### config.mk
export PLATFORM = sky130hd
export DESIGN_NAME = freq_estimator
export DESIGN_NICKNAME = d
export VERILOG_FILES = /design/src/rtl/freq_estimator.sv
export SDC_FILE = /design/constraint.sdc
export NUM_CORES = 1
export LEC_CHECK = 0
export ABC_CLOCK_PERIOD_IN_PS = 4500
export CAP_MARGIN = 10
export CORE_ASPECT_RATIO = 0.7
export CORE_UTILIZATION = 59
export CTS_BUF_LIST = sky130_fd_sc_hd__clkbuf_2 sky130_fd_sc_hd__clkbuf_4 sky130_fd_sc_hd__clkbuf_8
export CTS_CLUSTER_SIZE = 24
export DETAILED_ROUTE_END_ITERATION = 8
export PLACE_DENSITY = 0.83
export SLEW_MARGIN = 20
export SYNTH_ARGS = -nofsm -noshare
export SYNTH_HDL_FRONTEND = slang
export SYNTH_SLANG_ARGS = --single-unit
### constraint.sdc
create_clock -name clk_in -period 4.5 [get_ports clk_in]
set_clock_uncertainty 0.1 [all_clocks]
set_input_delay 0.675 -clock clk_in [delete_from_list [all_inputs] [get_ports clk_in]]
set_output_delay 0.675 -clock clk_in [all_outputs]
set_load 0.02 [all_outputs]
### src/rtl/freq_estimator.sv
`default_nettype none
// ============================================================================
// Module      : freq_estimator
// Description : Zero-crossing period measurement on a strobed audio stream,
//               followed by a bit-serial restoring divide that turns the
//               period P into a phase increment floor(2^32 / P).
// Revision    : 1.0 - initial release
// ============================================================================
module freq_estimator #(
    parameter int unsigned        PW         = 20,
    parameter logic signed [31:0] HYST       = 32'sd16777216,
    parameter int unsigned        MIN_PERIOD = 4
) (
    input  logic                clk_in,
    input  logic                rst_n_in,
    input  logic                step_in,
    input  logic signed [31:0]  sample_in,
    output logic [31:0]         incr_out,
    output logic [PW-1:0]       period_out,
    output logic                valid_out,
    output logic                lock_out,
    output logic                busy_out,
    output logic                overrun_out
);

    localparam logic [PW-1:0] CNT_MAX = {PW{1'b1}};
    localparam logic [PW-1:0] CNT_TOP = {{(PW-1){1'b1}}, 1'b0};
    localparam logic [PW-1:0] CNT_ONE = PW'(1);
    localparam logic [PW:0]   MIN_P   = (PW+1)'(MIN_PERIOD);
    localparam logic [5:0]    LAST_BIT = 6'd32;

    // S_LOAD is the one-cycle hand-off between accepting a crossing and
    // starting the divide; it counts as busy for overrun purposes.
    typedef enum logic [1:0] {
        S_IDLE = 2'd0,
        S_LOAD = 2'd1,
        S_DIV  = 2'd2
    } state_t;

    state_t          state_q;
    logic            armed_q;
    logic            have_ref_q;
    logic [PW-1:0]   cnt_q;
    logic [PW-1:0]   p_q;
    logic [PW-1:0]   rem_q;
    logic [30:0]     quo_q;
    logic [5:0]      bit_q;
    logic [31:0]     incr_q;
    logic [PW-1:0]   period_q;
    logic            valid_q;
    logic            lock_q;
    logic            busy_q;
    logic            overrun_q;

    logic            crossing;
    logic            below_hyst;
    logic [PW:0]     p_meas;
    logic            accept;
    logic            timeout;
    logic [PW:0]     rem_sh;
    logic            rem_ge;
    logic [PW-1:0]   rem_d;
    logic [31:0]     quo_d;

    // Strobe-side decode: crossing, measured period, acceptance and timeout;
    // plus one restoring-division step on the current remainder.
    always_comb begin
        below_hyst = (sample_in < -HYST);
        crossing   = step_in & armed_q & ~sample_in[31];
        p_meas     = {1'b0, cnt_q} + {{PW{1'b0}}, 1'b1};
        accept     = crossing & have_ref_q & (p_meas >= MIN_P);
        timeout    = step_in & ~crossing & (cnt_q == CNT_TOP);
        // Dividend is 2^32: only the first of the 33 bits shifted in is a one.
        rem_sh     = {rem_q, (bit_q == 6'd0)};
        rem_ge     = (rem_sh >= {1'b0, p_q});
        // The true difference is below P, so PW-bit modular subtraction is exact.
        rem_d      = rem_ge ? (rem_sh[PW-1:0] - p_q) : rem_sh[PW-1:0];
        quo_d      = {quo_q, rem_ge};
    end

    // Hysteresis, period counter, divider FSM and registered outputs.
    always_ff @(posedge clk_in or negedge rst_n_in) begin
        if (!rst_n_in) begin
            state_q    <= S_IDLE;
            armed_q    <= 1'b0;
            have_ref_q <= 1'b0;
            cnt_q      <= '0;
            p_q        <= '0;
            rem_q      <= '0;
            quo_q      <= '0;
            bit_q      <= '0;
            incr_q     <= '0;
            period_q   <= '0;
            valid_q    <= 1'b0;
            lock_q     <= 1'b0;
            busy_q     <= 1'b0;
            overrun_q  <= 1'b0;
        end else begin
            valid_q   <= 1'b0;
            overrun_q <= 1'b0;

            if (step_in) begin
                if (crossing) begin
                    armed_q    <= 1'b0;
                    cnt_q      <= '0;
                    have_ref_q <= 1'b1;
                end else begin
                    if (below_hyst) begin
                        armed_q <= 1'b1;
                    end
                    if (cnt_q != CNT_MAX) begin
                        cnt_q <= cnt_q + CNT_ONE;
                    end
                end
            end

            if (accept && (state_q != S_IDLE)) begin
                overrun_q <= 1'b1;
            end

            if (timeout) begin
                // Signal lost: drop the estimate and any divide in flight.
                have_ref_q <= 1'b0;
                incr_q     <= '0;
                lock_q     <= 1'b0;
                state_q    <= S_IDLE;
                busy_q     <= 1'b0;
            end else begin
                case (state_q)
                    S_IDLE: begin
                        if (accept) begin
                            p_q     <= p_meas[PW-1:0];
                            state_q <= S_LOAD;
                        end
                    end
                    S_LOAD: begin
                        rem_q   <= '0;
                        quo_q   <= '0;
                        bit_q   <= '0;
                        busy_q  <= 1'b1;
                        state_q <= S_DIV;
                    end
                    S_DIV: begin
                        rem_q <= rem_d;
                        quo_q <= quo_d[30:0];
                        bit_q <= bit_q + 6'd1;
                        if (bit_q == LAST_BIT) begin
                            state_q  <= S_IDLE;
                            busy_q   <= 1'b0;
                            incr_q   <= quo_d;
                            period_q <= p_q;
                            valid_q  <= 1'b1;
                            lock_q   <= 1'b1;
                        end
                    end
                    default: begin
                        state_q <= S_IDLE;
                        busy_q  <= 1'b0;
                    end
                endcase
            end
        end
    end

    assign incr_out    = incr_q;
    assign period_out  = period_q;
    assign valid_out   = valid_q;
    assign lock_out    = lock_q;
    assign busy_out    = busy_q;
    assign overrun_out = overrun_q;

endmodule
`default_nettype wire
# Yosys cells after proc, flatten, opt, wreduce, memory -nomap -nowiden
# Index checks and enable logic that the tools add are counted.
[op_classes] n_reduce_logical=20 n_eq_ne=8 n_addsub=4 order_cmp=3 bitwise_logic=9 muxes=28
[ops] operator="32-bit 2-to-1 mux" n=3
[ops] operator="31-bit one-hot mux with 2 select lines" n=1
[ops] operator="20-bit 2-to-1 mux" n=3
[ops] operator="20-bit one-hot mux with 2 select lines" n=1
[ops] operator="32-bit by 25-bit < comparator with 1-bit output (second input constant)" n=1
[ops] operator="20-bit by 1-bit adder with 21-bit output (second input constant)" n=1
[ops] operator="21-bit by 20-bit >= comparator with 1-bit output" n=1
[ops] operator="21-bit by 3-bit >= comparator with 1-bit output (second input constant)" n=1
[ops] operator="20-bit by 1-bit adder with 20-bit output (second input constant)" n=1
[ops] operator="20-bit equality test (second input constant)" n=1
[ops] operator="20-bit inequality test (second input constant)" n=1
[ops] operator="20-bit subtractor" n=1
[ops] operator="2-bit nonzero test" n=8
[ops] operator="1-bit 2-to-1 mux" n=14
[ops] operator="2-bit AND reduction" n=7
[ops] operator="6-bit one-hot mux with 2 select lines" n=1
[ops] operator="6-bit by 1-bit adder with 6-bit output (second input constant)" n=1
[ops] operator="1-bit bitwise AND" n=6
[ops] operator="6-bit equality test (second input constant)" n=1
[ops] operator="6-bit logical NOT" n=1
[ops] operator="2-bit 2-to-1 mux" n=3
[ops] operator="3-bit inequality test (second input constant)" n=2
[ops] operator="2-bit one-hot mux with 3 select lines" n=1
[ops] operator="3-bit AND reduction" n=2
[ops] operator="7 further kinds" n=9
[totals] input_bits=35 reg_bits=157

# Longest topological paths before layout
# Gate-level depths: netlist of the first run.
[depth] depth_word=7 ltp_mapped=15 mapped_depth_nobuf=14

# Worst setup path after synthesis of the first run
# Ideal clock, no wire load.
[synth_path] kind="reg-to-reg" from="reg bit_q[0]" to="reg rem_q[18]" arrival_time_ns=2.931 required_time_ns=4.323 period_less_slack_ns=3.108 n_path_buf=0 setup_time_ns=0.077 path_stages_with_launch=15 path_slack_ns=1.392 cell_sequence="dfrtp_1 -> inv_1 -> ha_1 -> nor4b_1 -> nand2b_1 -> ha_1 -> fa_1 -> nor2b_1 -> o2111ai_1 -> a311oi_1 -> o21ai_0 -> a31oi_1 -> xor2_1 -> mux2i_1 -> a21oi_1"
[synth_between] elab_chain_cells=4 elab_cells_between_ends=5 classes_between="add/sub: 1; order compare: 1; mux: 2; reduce/logical: 1"
[synth_lines] item="start: declaration" line="47" rtl="logic [5:0] bit_q;"
[synth_lines] item="start signal: assignment" line="146" rtl="bit_q <= bit_q + 6'd1;"
[synth_lines] item="6-bit logical NOT *" line="74" rtl="rem_sh = {rem_q, (bit_q == 6'd0)};"
[synth_lines] item="20-bit subtractor or 21-bit by 20-bit >= comparator with 1-bit output (tied branches)" line="77, 75"
[synth_lines] item="20-bit 2-to-1 mux *" line="77" rtl="rem_d = rem_ge ? (rem_sh[PW-1:0] - p_q) : rem_sh[PW-1:0];"
[synth_lines] item="20-bit one-hot mux with 2 select lines *" line="129" rtl="case (state_q)"
[synth_lines] item="end signal: assignment" line="144" rtl="rem_q <= rem_d;"
[synth_lines] item="end: declaration" line="45" rtl="logic [PW-1:0] rem_q;"
# Every way passes the cells marked *; elsewhere a longest branch is shown, timed or not.
# A chain may end at the register's enable or synchronous reset.

# Worst setup path after layout of the first run
# Ends and elaborated chain as after synthesis.

==> results of run 1 <==
worst max-delay path: stages (launching register included):
cell       delay (ps)
dfrtp_1           440
inv_1              80
ha_1              140
nor4b_1           550
nand2b_1          200
ha_1              270
fa_1              420
nor2b_1           170
o2111ai_1         190
a311oi_1          480
o21ai_0           260
a31oi_1           230
xor2_1            160
mux2i_1            80
a21oi_1           230
cell families (layout without fill, tap and decap cells):
kind of cell	after synthesis	in the layout	synth area share, %
adder cells (fa/ha/maj)	29	29	4.50
buffers and inverters	78	141	4.35
XOR/XNOR	30	30	3.19
AND/OR/NAND/NOR	315	315	19.1
flip-flops	157	157	47.7
multiplexers	69	69	8.74
AO/OA/AOI/OAI	166	166	12.4
per-layer routing:
layer  share of wire, %  up-vias
met2                 43      221
met5                  0        -
met1                 49     3162
met4                1.6        0
met3                6.3       33
li1                   -     3045
power by group:
part / total, W / internal, W / switching (W)
clock network: 0.00109 / 0.000510 / 0.000578
registers: 0.00166 / 0.00154 / 0.000120
logic: 0.00137 / 0.000464 / 0.000910
state kept, by name, summed over array words and instances (netlist names), 2 cells and up:
register and flops:
rem_q 20, cnt_q 20, incr_out 32, bit_q 6, p_q 20, quo_q 31
state_q 2, period_out 20
worst max path at each step:
stage	from	endpoint	depth (start not counted)
6_report	bit_q[0]	rem_q[18]	14
5_1_grt	bit_q[0]	rem_q[18]	14
4_1_cts	bit_q[0]	rem_q[18]	14
3_5_place_dp	bit_q[0]	rem_q[18]	14
3_3_place_gp	bit_q[0]	rem_q[18]	14
2_1_floorplan	bit_q[0]	rem_q[18]	14
cell usage in the layout (no fill, tap or decap), drive strengths merged, types with 10 or more instances in the layout:
cell type        n
dfrtp          157
nand2          128
clkdlybuf4s50   65
nor2            64
o21ai           62
mux2i           46
nand3           44
a21oi           42
inv             41
ha              28
mux2            23
clkbuf          17
xor2            16
xnor2           14
nand2b          14
nor3            12
nand4           11
buf             11
o31ai           10
metrics by stage:
step | worst slack, ps | cells | instance area [µm²] | utilization (%)
CTS | 506 | 1092 | 9410 | 70.2
global route | 4.05 | 1092 | 9410 | 70.2
detailed placement | 584 | 1060 | 9000 | 67.2
floorplan | 1390 | 844 | 8240 | -
finish | 399 | 1092 | 9410 | 70.2
global placement | 699 | 1060 | 9000 | 67.2
cell type report:
type	count	area, µm²
well taps	185	231
multi-input cells	609	3970
inverters	33	124
clock inverters	15	173
clock buffers	17	234
repair buffers	76	749
fillers	1005	3990
flip-flops and latches	157	3930
==> results by group, run 1 <==
Yosys
  • Syn Std Cell Area: 8240 µm²
  • Synth Area per Inst: 9.76 µm²
  • FF+latch count, synth: 157
  • Synthesized Nets: 908
  • Synth area leader: dfrtp_1
  • Post-synthesis cell type count: 69
  • Synth top area cells: dfrtp_1 48%, nand2_1 5.8%, mux2i_1 5.6%, ha_1 4.3%, o21ai_0 3.3%
  • EDFF count, synth: 0
  • Register area share after synthesis: 47.7%
  • Most instantiated library cell after synthesis: dfrtp_1
  • FFs w/ async S/R, synth: 100%
  • Top FF cell, synth: dfrtp_1
  • Top-area cell type share of the netlist area: 47.7%
  • Post-synth top cells: 157 x dfrtp_1, 128 x nand2_1, 64 x nor2_1
  • Cells after Synth: 844
  • Warnings from Yosys: 0

Setup path
  • Critical path class: reg2reg
  • Worst EP arrival: 4370 ps
  • Startpoint class of the critical path: register
  • Max FO, Critical Path: 5
  • Reg2reg setup slack: 400 ps
  • Reg-to-reg startpoint: bit_q[0]
  • End of the worst register-to-register path: rem_q[18]
  • Req. time, crit path: 4770 ps
  • Worst reg2reg path depth: 14
  • Setup crit end kind: register

Status
  • Outcome: finished clean

CTS
  • Max Buffers Root-to-Sink: 2
  • Reg clk slew, reported paths: 100 ps
  • Setup bufs post-CTS: 0
  • Num CTS Buffers: 17
  • H-tree depth: 4
  • CTS tree: yes
  • Root Driver: clkbuf_8
  • Hold_buf cts: 0
  • CTS Sinks: 157
  • CTS resizes: 0
  • Clk_lat worst skew: 460 ps

Routing
  • Vias per inst: 5.92
  • Vias: 6461
  • Initial drt markers: 583
  • Post-DRT Antenna Nets: 0
  • Wire per inst: 16.7 µm
  • Final WL: 18200 µm
  • Drt pass-1 iters: 5
  • Number of remaining DRC errors: 0

GRT
  • Initial antenna violation count: 0
  • Total GRT Usage: 27.3%
  • Global-route wire length before repair: 30500 µm
  • Gr ovfl total: 0
  • GR Util met1: 42.0%
  • Global Route met2 Usage: 39.2%
  • Largest net degree at the start of global routing: 88
  • Vias in the first global route: 5991
  • GRT Max-Usage Layer: met1
  • GRT met3 Usage: 5.13%

Floorplan
  • Die width: 143 µm
  • Number of I/O pins: 91
  • Die Area: 14400 µm²
  • CORE AREA: 13400 µm²
  • # rows: 35
  • Die Height: 101 µm
  • Starting density of the core: 61.5%

Timing
  • Fin crit share: 91.1%
  • Number of hold violations in the final report: 0
  • Max_slew headroom: 35.0%
  • Pins over their slew limit: 0
  • Final Setup Violations: 0
  • Post-route setup TNS: 0 ps
  • RSZ-0062 raised after global routing: false
  • Shortest period the worst path allows: 4100 ps
  • Hold slack: 143 ps
  • Worst slew pin tran: 973 ps
  • Maximum clock frequency: 244 MHz

Min path
  • Worst Hold Class: in2async

Placement
  • PortBufs: 66
  • Post-DP HPWL: 12500 µm
  • RD Place Congestion: 0.928

Pwr
  • Pwr Total: 0.00412 W
  • Maximum vdd drop: 0.251 mV
  • Power per cell area: 438 nW/µm²
  • Leak pwr: 4.57 nW

Finish
  • N_diodes: 0
  • Synth-to-Final Area Change: 14.2%
  • Share of cells above drive strength 1: 9.92%
  • NumNets Final: 958

Flow run
  • Max Cap Viol: 0
Power figures use the tool's default switching activity.
==> inputs of run 2 (changes only) <==
- CTS_BUF_LIST: sky130_fd_sc_hd__clkbuf_2 sky130_fd_sc_hd__clkbuf_4 sky130_fd_sc_hd__clkbuf_8 -> sky130_fd_sc_hd__clkbuf_8
==> results of run 2 <==
No change in the layout: final DEF, timing and power equal those of run 1.
==> inputs of run 3 (changes only) <==
- CORE_ASPECT_RATIO: 0.7 -> 1.4
==> results by group, run 3 (synthesis results as in run 1) <==
Floorplan
  • # rows: 50 (+43%)
  • Number of I/O pins: 91 (unchanged)
  • Die Height: 142 µm (+41%)
  • Die width: 102 µm (-29%)
  • CORE AREA: 13500 µm² (+0.84%)
  • Starting density of the core: 60.9% (-0.51 points)
  • Die Area: 14400 µm² (about the same)

GRT
  • Vias in the first global route: 6218 (+3.8%)
  • Initial antenna violation count: 0 (unchanged)
  • Gr ovfl total: 0 (unchanged)
  • Total GRT Usage: 26.6% (-0.65 points)
  • Largest net degree at the start of global routing: 103 (+17%)
  • Global-route wire length before repair: 29900 µm (-1.9%)

Finish
  • Max reg flops: 32 (unchanged)
  • Most common cell after layout, fill and taps aside: dfrtp_1
  • Synth-to-Final Area Change: 14.3% (about the same)
  • N_diodes: 0 (unchanged)
  • Post-layout util: 69.6% (-0.57 points)
  • Fillers: 1016 (+1.1%)
  • Commonest cells after routing, fill and taps aside: 157 x dfrtp_1, 128 x nand2_1, 65 x clkdlybuf4s50_1
  • NumNets Final: 957 (-0.10%)
  • Share of cells above drive strength 1: 9.82% (-0.099 points)

Setup path
  • Worst EP arrival: 4110 ps (-260 ps)
  • Setup crit end kind: register
  • Max FO, Critical Path: 13 (+8)
  • Req. time, crit path: 4740 ps (-30 ps)
  • Startpoint class of the critical path: register
  • Critical path class: reg2reg

Placement
  • Pre-CTS setup slack: 624 ps (+40.3 ps)
  • RD Place Congestion: 0.881 (-5.1%)
  • Post-DP HPWL: 12400 µm (-1.2%)
  • PortBufs: 66 (unchanged)

CTS
  • Setup bufs post-CTS: 0 (unchanged)
  • Reg clk slew, reported paths: 100 ps (about the same)
  • CTS resizes: 0 (unchanged)
  • CTS Sinks: 157 (unchanged)
  • CTS tree: yes
  • Max Buffers Root-to-Sink: 2 (unchanged)
  • Root Driver: clkbuf_8
  • Hold_buf cts: 0 (unchanged)
  • Clk_lat worst skew: 470 ps (about the same)
  • Num CTS Buffers: 17 (unchanged)
  • H-tree depth: 4 (unchanged)

Timing
  • Number of hold violations in the final report: 0 (unchanged)
  • RSZ-0062 raised after global routing: false
  • Shortest period the worst path allows: 3870 ps (-227 ps)
  • Maximum clock frequency: 258 MHz (+5.9%)
  • Fin crit share: 86.1% (-5.0 points)
  • Pins over their slew limit: 0 (unchanged)
  • Final Worst Setup Slack: 627 ps (+227 ps)
  • Post-route setup TNS: 0 ps (unchanged)
  • Final Setup Violations: 0 (unchanged)
  • Worst slew pin tran: 936 ps (-36.9 ps)
  • Max_slew headroom: 37.6% (+2.6 points)
  • Hold slack: 177 ps (+33.8 ps)

Routing
  • Initial drt markers: 449 (-23%)
  • Drt pass-1 iters: 5 (unchanged)
  • Final WL: 17800 µm (-2.6%)
  • Vias per inst: 5.82 (-1.6%)
  • Post-DRT Antenna Nets: 0 (unchanged)
  • Wire per inst: 16.3 µm (-2.2%)
  • Vias: 6332 (-2.0%)
  • Number of remaining DRC errors: 0 (unchanged)

Pwr
  • Maximum vdd drop: 0.270 mV (+7.4%)
  • Leak pwr: 4.57 nW (about the same)
  • Power per cell area: 437 nW/µm² (-0.34%)
  • Pwr Total: 0.00411 W (-0.32%)

Flow run
  • Max Cap Viol: 0 (unchanged)

Min path
  • Worst Hold Class: in2async

Status
  • Outcome: finished clean
==> run 3: cell count changes in the layout (fill, tap and decap cells not counted) <==
cell / change
buf_12: -1
bufinv_16: -1
clkinv_4: -1
clkinv_8: +4
clkinvlp_4: -2
inv_6: -4
inv_8: +4
nor2_2: -1
nor2_4: +1
==> run 3: worst max-delay path, stage by stage, from the launching register on <==
cell,delay (ps)
dfrtp_1,430
inv_1,70
ha_1,130
nor4b_1,560
nand2b_1,180
ha_1,320
nand4_1,80
nor3_1,60
a311o_1,350
nor3_2,330
or2_1,460
buf_4,320
nand2b_1,240
o21ai_0,120
==> run 3: worst paths after layout <==
check / start / end / slack [ps] / cells after the start
min in group clk_in: quo_q[30] / quo_q[30] / 380 / 2
worst max register to register: bit_q[0] / rem_q[16] / 630 / 13
max in group asynchronous: rst_n_in / quo_q[17] / 3220 / 2
worst max-delay path: bit_q[0] / rem_q[16] / 630 / 13
worst min register to register: quo_q[30] / quo_q[30] / 380 / 2
worst min-delay path: rst_n_in / quo_q[8] / 180 / 1
==> run 3: area by class of cell <==
cell class	count	area [µm²]	area share [%]
multi-input combinational	609	3970	42.2
sequential	157	3930	41.8
timing repair buffer	75	729	7.75
clock buffer	17	234	2.49
tap	182	228	2.42
clock inverter	15	194	2.06
inverter	33	124	1.32
==> run 3: power by group <==
| group | total [W] | internal, W | switching (W) |
|---|---|---|---|
| registers | 0.00166 | 0.00154 | 0.000118 |
| clock network | 0.00111 | 0.000479 | 0.000632 |
| logic | 0.00134 | 0.000460 | 0.000880 |
==> run 3: metal layers <==
layer,up-vias,wire (µm),track usage [%]
met3,30,684,4.48
li1,3037,-,-
met1,3105,7510,34.0
met5,-,0,0
met4,0,505,10.9
met2,160,9050,44.7
==> run 3: stage by stage <==
stage	cells	instance area [µm²]
3_5_place_dp	1056	8980
3_3_place_gp	1056	8980
2_1_floorplan	844	8240
4_1_cts	1088	9400
5_1_grt	1088	9410
6_report	1088	9410
